### config.mk
export PLATFORM = sky130hd
export DESIGN_NAME = video_ram_arbiter_flat
export DESIGN_NICKNAME = d
export VERILOG_FILES = /design/src/rtl/video_ram_arbiter_if.sv /design/src/rtl/video_ram_arbiter.sv /design/src/flat_wrapper.sv
export SDC_FILE = /design/constraint.sdc
export NUM_CORES = 1
export LEC_CHECK = 0
export ABC_CLOCK_PERIOD_IN_PS = 3400
export BUFFER_PORTS_ARGS = -buffer_cell sky130_fd_sc_hd__buf_2
export CAP_MARGIN = 30
export CELL_PAD_IN_SITES_DETAIL_PLACEMENT = 1
export CELL_PAD_IN_SITES_GLOBAL_PLACEMENT = 2
export CORE_MARGIN = 2
export CORE_UTILIZATION = 23
export DETAILED_ROUTE_END_ITERATION = 10
export GPL_TIMING_DRIVEN = 0
export HOLD_SLACK_MARGIN = 0.03
export PLACE_DENSITY = 0.95
export SKIP_CTS_REPAIR_TIMING = 1
export SLEW_MARGIN = 20
export SYNTH_ARGS = -nofsm -noshare
export SYNTH_HDL_FRONTEND = slang
export SYNTH_SLANG_ARGS = --single-unit
### constraint.sdc
create_clock -name clk -period 3.4 [get_ports clk]
set_clock_uncertainty 0.2 [all_clocks]
set_input_delay 0.17 -clock clk [delete_from_list [all_inputs] [get_ports clk]]
set_output_delay 0.17 -clock clk [all_outputs]
set_load 0.01 [all_outputs]
### src/rtl/video_ram_arbiter_if.sv
// Bus bundle between the video RAM arbiter, its two requesters (Z8 core and
// video fetch unit) and the single-port video RAM.
interface video_ram_arbiter_if #(
  parameter int ADDR_WIDTH = 12,
  parameter int DATA_WIDTH = 8
);
  logic                  cpuReq;
  logic                  cpuWe;
  logic [ADDR_WIDTH-1:0] cpuAddr;
  logic [DATA_WIDTH-1:0] cpuWdata;
  logic [DATA_WIDTH-1:0] cpuRdata;
  logic                  cpuAck;
  logic                  cpuWait;
  logic                  videoReq;
  logic [ADDR_WIDTH-1:0] videoAddr;
  logic [DATA_WIDTH-1:0] videoRdata;
  logic                  videoAck;
  logic                  ramEn;
  logic                  ramWe;
  logic [ADDR_WIDTH-1:0] ramAddr;
  logic [DATA_WIDTH-1:0] ramWdata;
  logic [DATA_WIDTH-1:0] ramRdata;

  modport slave (
    input  cpuReq, cpuWe, cpuAddr, cpuWdata, videoReq, videoAddr, ramRdata,
    output cpuRdata, cpuAck, cpuWait, videoRdata, videoAck,
           ramEn, ramWe, ramAddr, ramWdata
  );

  modport master (
    output cpuReq, cpuWe, cpuAddr, cpuWdata, videoReq, videoAddr, ramRdata,
    input  cpuRdata, cpuAck, cpuWait, videoRdata, videoAck,
           ramEn, ramWe, ramAddr, ramWdata
  );
endinterface

### src/rtl/video_ram_arbiter.sv
// Arbitrates the single-port video RAM between CPU and video fetch: video has
// fixed priority, a saturating starvation counter bounds how long the CPU waits.
module video_ram_arbiter #(
  parameter int ADDR_WIDTH   = 12,
  parameter int DATA_WIDTH   = 8,
  parameter int STARVE_LIMIT = 3
) (
  input  logic               clk,
  input  logic               reset,
  video_ram_arbiter_if.slave bus
);
  localparam int SW = (STARVE_LIMIT < 1) ? 1 : $clog2(STARVE_LIMIT + 1);
  localparam logic [SW-1:0] STARVE_MAX = SW'(STARVE_LIMIT);

  typedef enum logic [1:0] {IDLE, ACCESS, DONE} state_t;

  state_t                state_q, state_d;
  logic                  grant_video_p1;
  logic [SW-1:0]         starve_q;
  logic                  en_p1, we_p1;
  logic [ADDR_WIDTH-1:0] addr_p1;
  logic [DATA_WIDTH-1:0] wdata_p1;
  logic                  pick_video, pick_cpu, starved;

  function automatic logic [SW-1:0] sat_inc(input logic [SW-1:0] v);
    return (v == STARVE_MAX) ? v : v + 1'b1;
  endfunction

  always_comb begin
    state_d    = state_q;
    pick_video = 1'b0;
    pick_cpu   = 1'b0;
    starved    = bus.cpuReq && (starve_q == STARVE_MAX);
    case (state_q)
      IDLE: begin
        if (bus.videoReq && !starved) begin
          pick_video = 1'b1;
          state_d    = ACCESS;
        end else if (bus.cpuReq) begin
          pick_cpu = 1'b1;
          state_d  = ACCESS;
        end
      end
      ACCESS:  state_d = DONE;
      DONE:    state_d = IDLE;
      default: state_d = IDLE;
    endcase
  end

  // Stage p1: winner latched and RAM command registered; RAM samples it at the end of ACCESS.
  always_ff @(posedge clk) begin
    if (reset) begin
      state_q        <= IDLE;
      grant_video_p1 <= 1'b0;
      starve_q       <= '0;
      en_p1          <= 1'b0;
      we_p1          <= 1'b0;
      addr_p1        <= '0;
      wdata_p1       <= '0;
    end else begin
      state_q <= state_d;
      if (state_q == IDLE) begin
        if (pick_cpu || !bus.cpuReq) starve_q <= '0;
        else if (pick_video)         starve_q <= sat_inc(starve_q);
      end
      if (pick_video) begin
        grant_video_p1 <= 1'b1;
        en_p1          <= 1'b1;
        we_p1          <= 1'b0;
        addr_p1        <= bus.videoAddr;
      end else if (pick_cpu) begin
        grant_video_p1 <= 1'b0;
        en_p1          <= 1'b1;
        we_p1          <= bus.cpuWe;
        addr_p1        <= bus.cpuAddr;
        wdata_p1       <= bus.cpuWdata;
      end else if (state_q == ACCESS) begin
        en_p1 <= 1'b0;
        we_p1 <= 1'b0;
      end
    end
  end

  // Stage p2 (DONE): read data arrives from the RAM and the granted side is acked.
  assign bus.cpuAck     = (state_q == DONE) && !grant_video_p1;
  assign bus.videoAck   = (state_q == DONE) &&  grant_video_p1;
  assign bus.cpuRdata   = bus.ramRdata;
  assign bus.videoRdata = bus.ramRdata;
  assign bus.cpuWait    = bus.cpuReq && !bus.cpuAck;
  assign bus.ramEn      = en_p1;
  assign bus.ramWe      = we_p1;
  assign bus.ramAddr    = addr_p1;
  assign bus.ramWdata   = wdata_p1;
endmodule

### src/flat_wrapper.sv
// flat-port wrapper written by rule: the top's interface ports become plain ports
module video_ram_arbiter_flat 
#(
  parameter int ADDR_WIDTH   = 12,
  parameter int DATA_WIDTH   = 8,
  parameter int STARVE_LIMIT = 3
)
  (clk, reset, bus_cpuReq, bus_cpuWe, bus_cpuAddr, bus_cpuWdata, bus_videoReq, bus_videoAddr, bus_ramRdata, bus_cpuRdata, bus_cpuAck, bus_cpuWait, bus_videoRdata, bus_videoAck, bus_ramEn, bus_ramWe, bus_ramAddr, bus_ramWdata);
  video_ram_arbiter_if #(.ADDR_WIDTH(ADDR_WIDTH), .DATA_WIDTH(DATA_WIDTH)) bus_i ();
  input  logic clk;
  input  logic reset;
  input wire logic [$bits(bus_i.cpuReq)-1:0] bus_cpuReq;
  input wire logic [$bits(bus_i.cpuWe)-1:0] bus_cpuWe;
  input wire logic [$bits(bus_i.cpuAddr)-1:0] bus_cpuAddr;
  input wire logic [$bits(bus_i.cpuWdata)-1:0] bus_cpuWdata;
  input wire logic [$bits(bus_i.videoReq)-1:0] bus_videoReq;
  input wire logic [$bits(bus_i.videoAddr)-1:0] bus_videoAddr;
  input wire logic [$bits(bus_i.ramRdata)-1:0] bus_ramRdata;
  output wire logic [$bits(bus_i.cpuRdata)-1:0] bus_cpuRdata;
  output wire logic [$bits(bus_i.cpuAck)-1:0] bus_cpuAck;
  output wire logic [$bits(bus_i.cpuWait)-1:0] bus_cpuWait;
  output wire logic [$bits(bus_i.videoRdata)-1:0] bus_videoRdata;
  output wire logic [$bits(bus_i.videoAck)-1:0] bus_videoAck;
  output wire logic [$bits(bus_i.ramEn)-1:0] bus_ramEn;
  output wire logic [$bits(bus_i.ramWe)-1:0] bus_ramWe;
  output wire logic [$bits(bus_i.ramAddr)-1:0] bus_ramAddr;
  output wire logic [$bits(bus_i.ramWdata)-1:0] bus_ramWdata;
  assign bus_i.cpuReq = bus_cpuReq;
  assign bus_i.cpuWe = bus_cpuWe;
  assign bus_i.cpuAddr = bus_cpuAddr;
  assign bus_i.cpuWdata = bus_cpuWdata;
  assign bus_i.videoReq = bus_videoReq;
  assign bus_i.videoAddr = bus_videoAddr;
  assign bus_i.ramRdata = bus_ramRdata;
  assign bus_cpuRdata = bus_i.cpuRdata;
  assign bus_cpuAck = bus_i.cpuAck;
  assign bus_cpuWait = bus_i.cpuWait;
  assign bus_videoRdata = bus_i.videoRdata;
  assign bus_videoAck = bus_i.videoAck;
  assign bus_ramEn = bus_i.ramEn;
  assign bus_ramWe = bus_i.ramWe;
  assign bus_ramAddr = bus_i.ramAddr;
  assign bus_ramWdata = bus_i.ramWdata;
  video_ram_arbiter #(.ADDR_WIDTH(ADDR_WIDTH), .DATA_WIDTH(DATA_WIDTH), .STARVE_LIMIT(STARVE_LIMIT)) u_core (.clk(clk), .reset(reset), .bus(bus_i));
endmodule
==> reports/results.txt, run 1 <==
Setup_tns: 0 ns
Comb pwr share: 29.5%
Vias in the first global route: 1,408
TritonRoute pass-1 iters: 4
Crit end category: flop
Hold depth: 3
Syn avg cell area: 8.26 sq um
Die area: 6290 sq um
Sw frac: 30.5%
Initial antenna violation count: 0
Clock share of power: 24.8%
PortBufs: 76
Non-Filler Instances: 343
Critical path class: reg2reg
DRC Markers: 0
Routed vias: 1,598
Distinct cells, synth: 26
Post-Place Cells: 306
First-pass GRT wire length: 6600 microns
Post-Syn Instances: 158
I/O pins: 86
Chip height: 79.3 microns
Vias/cell: 4.66
Clk sinks: 27
Gr ovfl total: 0
P_int: 0.000545 W
Register-to-Register Path Depth: 6
Hold Crit Class: in2reg
Final setup margin: 0.935 ns
Top-count cell post-synth: dfxtp_1
Max VDD drop: 0.000171 V
Rel. slew slack: 58.7%
R2R Setup Slk: 0.93 ns
TritonCTS clock tree: built
Antenna Nets Post-Route: 0
Clk slew on worst S/H paths: 0.10 ns
Leakage power: 1.01 nW
Fin area: 2150 sq um
Area leader, netlist: dfxtp_1
Layout cells sized above 1: 38.7%
Chip width: 79.3 microns
Largest net degree at the start of global routing: 17
Final hold vios: 0
Setup WS pre-CTS: 1.54 ns
Hpwl dp: 3220 microns
Syn Std Cell Area: 1310 sq um
Row count: 27
Fraction of registers with async set or reset after synthesis: 0%
Status: complete, no violations
Area of placed instances: 1780 sq um
Routed wire length: 4710 microns
Worst slew pin tran: 0.617 ns
Area Overhead vs Synth: 65.1%
Reg2reg start: u_core.starve_q[0]
#FFs+latches synth: 27
ANT cells: 0
Max Fclk: 406 MHz
Top-area cell type share of the netlist area: 41.4%
Worst-path fanout max: 10
Worst EP arrival: 2.49 ns
Flop pwr share: 45.7%
DR iter-0 viols: 39
Max Cap Viol: 0
Sink of the worst hold path: u_core.starve_q[1]
Crit path time final: 2.47 ns
RD Place Congestion: 0.652
Synthesized Nets: 204
Required time of the critical path: 3.42 ns
Final setup violation count: 0
Most frequent cells after synthesis: dfxtp_1, a21oi_1, nand3_1, buf_4, nand2_1
Initial Utilization: 23.7%
Longest Clk Path Bufs: 2
Register area share after synthesis: 41.4%
Clock latency on the worst-skew pair: 0.28 ns
Core area: 5510 sq um
Switching pwr: 0.000239 W
Crit path launch type: flop
RR Endpoint: u_core.bus.ramAddr[4]
Post-layout nets: 318
EDFF count, synth: 0
Root buf cell: clkbuf_8
Hold path start: bus_cpuReq
TritonCTS Buffers: 3
Crit share post-route: 72.5%
Synth top area cells: dfxtp_1, buf_4, a21oi_1, nand3_1, a311oi_1
Unrepaired setup endpoints after global routing: false
H-tree depth: 1
Ys flop type: dfxtp_1
Routed WL per cell: 13.7 microns
Synthesis Warnings: 0
Total track usage: 13.3%
Power per cell area: 364 nW/um^2
Slew Limit Fails: 0
flip-flops by register name, indices dropped and copies added (netlist names):
register / count
u_core.bus.ramAddr: 12
u_core.bus.ramWdata: 8
u_core.starve_q: 2
u_core.state_q: 2
u_core.bus.ramEn: 1
u_core.bus.ramWe: 1
u_core.grant_video_p1: 1
layout make-up:
type                    count  area [sq um]
clock buffers               3          41.3
plain buffers              29           176
clock inverters             1          7.51
multi-input cells         102           588
repair buffers            109           711
flip-flops and latches     27           541
fillers                   707          3350
well taps                  72          90.1
worst max-delay path, stage by stage (launching register included):
cell           delay [ns]
dfxtp_1              0.34
ha_1                 0.24
a21boi_2             0.32
buf_2                0.31
nand3_1              0.12
a311oi_1             0.28
dlygate4sd3_1        0.60
metal layers:
metal  global-route usage (%)  up-vias  share of wire, %
li1                         -      781                 -
met1                     16.6      755                43
met2                     22.9       58                50
met3                     3.64        4               6.0
met4                     2.59        0              0.51
met5                        0        -                 0
how the worst max path moves through the flow:
stage	cells past startpoint	slack [ns]	from	to
3_3_place_gp	5	1.59	u_core.starve_q[0]	u_core.bus.ramAddr[9]
2_1_floorplan	5	1.81	u_core.starve_q[0]	u_core.starve_q[0]
5_1_grt	6	0.78	u_core.starve_q[0]	u_core.bus.ramAddr[5]
6_report	6	0.93	u_core.starve_q[0]	u_core.bus.ramAddr[4]
4_1_cts	5	1.51	u_core.starve_q[0]	u_core.bus.ramAddr[4]
3_5_place_dp	5	1.54	u_core.starve_q[0]	u_core.bus.ramAddr[4]
power by group through the flow:
stage	clock network (W)	logic, W	registers, W
6_report	0.000194	0.000232	0.000359
5_1_grt	0.000217	0.000253	0.000363
4_1_cts	0.000201	0.000192	0.000358
3_5_place_dp	0	0.000192	0.000365
3_3_place_gp	0	0.000187	0.000365
2_1_floorplan	0	0.0000995	0.000374
stage by stage:
step	util, %	total power, W	hold slack, ns
3_3_place_gp	32.2	0.000552	0.230
3_5_place_dp	32.2	0.000557	0.234
6_report	39.1	0.000785	0.0387
2_1_floorplan	-	0.000474	0.118
5_1_grt	39.1	0.000833	0.0413
4_1_cts	33.1	0.000751	-0.0753
kinds of logic after synthesis:
group | count (synthesis) | share of synthesized area [%]
compound gates | 50 | 24.2
fa+ha+maj | 1 | 0.959
buf+inv | 29 | 13.5
flops | 27 | 41.4
simple gates | 51 | 19.9
layout by cell type, fill, tap and decap left out, types with 2 or more instances in the layout:
cell           count
nor2_1             4
clkbuf_8           3
clkbuf_1           7
nor2b_1            2
nand2_1           14
dfxtp_1           27
a311oi_1          12
nand3_1           21
nand2b_1           2
dlygate4sd3_1     33
a21oi_1           23
buf_4             16
o21ai_0           10
buf_2             82
Note: power is estimated with default switching activity, not from simulation.
==> run 2, diff against run 1 <==
--- a/config.mk
+++ b/config.mk
@@ -5,17 +5,17 @@
 export SDC_FILE = /design/constraint.sdc
 export NUM_CORES = 1
 export LEC_CHECK = 0
-export ABC_CLOCK_PERIOD_IN_PS = 3400
+export ABC_CLOCK_PERIOD_IN_PS = 2500
 export BUFFER_PORTS_ARGS = -buffer_cell sky130_fd_sc_hd__buf_2
 export CAP_MARGIN = 30
 export CELL_PAD_IN_SITES_DETAIL_PLACEMENT = 1
 export CELL_PAD_IN_SITES_GLOBAL_PLACEMENT = 2
 export CORE_MARGIN = 2
-export CORE_UTILIZATION = 23
+export CORE_UTILIZATION = 21
 export DETAILED_ROUTE_END_ITERATION = 10
 export GPL_TIMING_DRIVEN = 0
 export HOLD_SLACK_MARGIN = 0.03
-export PLACE_DENSITY = 0.95
+export PLACE_DENSITY = 0.89
 export SKIP_CTS_REPAIR_TIMING = 1
 export SLEW_MARGIN = 20
 export SYNTH_ARGS = -nofsm -noshare
==> constraint.sdc (replaced) <==
create_clock -name clk -period 2.5 [get_ports clk]
set_clock_uncertainty 0.2 [all_clocks]
set_input_delay 0.125 -clock clk [delete_from_list [all_inputs] [get_ports clk]]
set_output_delay 0.125 -clock clk [all_outputs]
set_load 0.01 [all_outputs]
==> run 2 against run 1 <==
Net effect: cell count increased by 1.2%; clock power grew 29%; sequential cell count unchanged; sequential share of layout area fell by 0.13 points; total power rose by 33%; first-iteration DRC count is 56% higher; largest cell class unchanged; hold slack improved by 0.062 ns; core utilization fell by 2.8 points; largest power group unchanged; wire length decreased by 0.81%; worst setup slack lost 0.79 ns; sequential power rose by 36%.
==> reports/results.txt, run 2 (same netlist as run 1, synthesis figures left out) <==
Status: complete, no violations
Longest Clk Path Bufs: 2
Most common cell after layout, fill and taps aside: buf_2
ANT cells: 0
H-tree depth: 1
Worst slew pin tran: 0.590 ns
Crit share post-route: 94.1%
Rel. slew slack: 60.5%
Setup WS pre-CTS: 0.666 ns
Hpwl dp: 3270 microns
Non-Filler Instances: 347
Core area: 5960 sq um
Most frequent cells in the layout: buf_2, dlygate4sd3_1, dfxtp_1, a21oi_1, nand3_1
I/O pins: 86
Initial Utilization: 21.9%
Slew Limit Fails: 0
DRC Markers: 0
Post-layout nets: 319
Setup_tns: 0 ns
Chip width: 82.8 microns
Crit path time final: 2.35 ns
Routed vias: 1,572
Antenna Nets Post-Route: 0
Post-Place Cells: 309
Vias/cell: 4.53
Total track usage: 12.4%
Hold Crit Class: in2reg
Final setup margin: 0.149 ns
Max reg flops: 12
Initial antenna violation count: 0
Leakage power: 1.00 nW
Clk sinks: 27
Design Power: 0.00104 W
RD Place Congestion: 0.728
Area Overhead vs Synth: 66.0%
Row count: 28
Max VDD drop: 0.000216 V
TritonRoute pass-1 iters: 4
Power per cell area: 480 nW/um^2
Worst-path fanout max: 10
Area of placed instances: 1780 sq um
Layout cells sized above 1: 38.6%
Unrepaired setup endpoints after global routing: false
Largest net degree at the start of global routing: 16
Routed wire length: 4670 microns
Chip height: 82.8 microns
Crit end category: flop
Root buf cell: clkbuf_8
Crit path launch type: input pin
Final hold vios: 0
Vias in the first global route: 1,466
First-pass GRT wire length: 7140 microns
Critical path class: in2reg
Max Cap Viol: 0
TritonCTS Buffers: 3
Clock latency on the worst-skew pair: 0.27 ns
Fin area: 2170 sq um
Max Fclk: 425 MHz
Worst EP arrival: 2.38 ns
Required time of the critical path: 2.53 ns
Die area: 6860 sq um
Clk slew on worst S/H paths: 0.10 ns
Gr ovfl total: 0
TritonCTS clock tree: built
Final setup violation count: 0
Routed WL per cell: 13.5 microns
DR iter-0 viols: 61
PortBufs: 76
==> run 2: final cells by class <==
cell class	count	area [sq um]
fill	754	3790
timing repair buffer	110	721
multi-input combinational	102	588
sequential	27	541
buffer	29	176
tap	75	93.8
clock buffer	3	41.3
clock inverter	1	5.00
==> run 2: worst max-delay path: stages <==
cell and delay [ns]:
dlygate4sd3_1 0.54, buf_2 0.16, or2_0 0.32, and2_1 0.23, buf_2 0.20, a311oi_1 0.22, dlygate4sd3_1 0.58
==> run 2: final timing paths <==
path	from	end	slack, ns	depth (start not counted)
hold / removal	reset	u_core.bus.ramAddr[4]	0.10	2
setup reg to reg	u_core.state_q[0]	u_core.bus.ramAddr[11]	0.28	6
setup / recovery	bus_cpuReq	u_core.bus.ramAddr[0]	0.15	7
hold reg to reg	u_core.bus.ramEn	u_core.bus.ramEn	0.28	2
==> run 2: metrics by stage <==
stage,hold WS [ns],util [%]
global placement,0.184,29.9
floorplan,0.0727,-
finish,0.101,36.4
global route,0.163,36.4
detailed placement,0.188,29.9
CTS,-0.107,30.7
==> run 2: report_power, final <==
part,switching (W),total [W],leakage [nW],internal [W]
sequential,0.0000220,0.000488,0.222,0.000466
combinational,0.000149,0.000301,0.752,0.000152
clock,0.000140,0.000251,0.0255,0.000112
total,0.000311,0.00104,1.00,0.000730
==> run 2: per-layer routing <==
metal	GRT usage [%]	routed length, microns	vias to the layer above
met3	3.48	274	2
li1	-	-	782
met4	0.894	11	0
met2	21.0	2360	59
met1	16.5	2020	729
met5	0	0	-
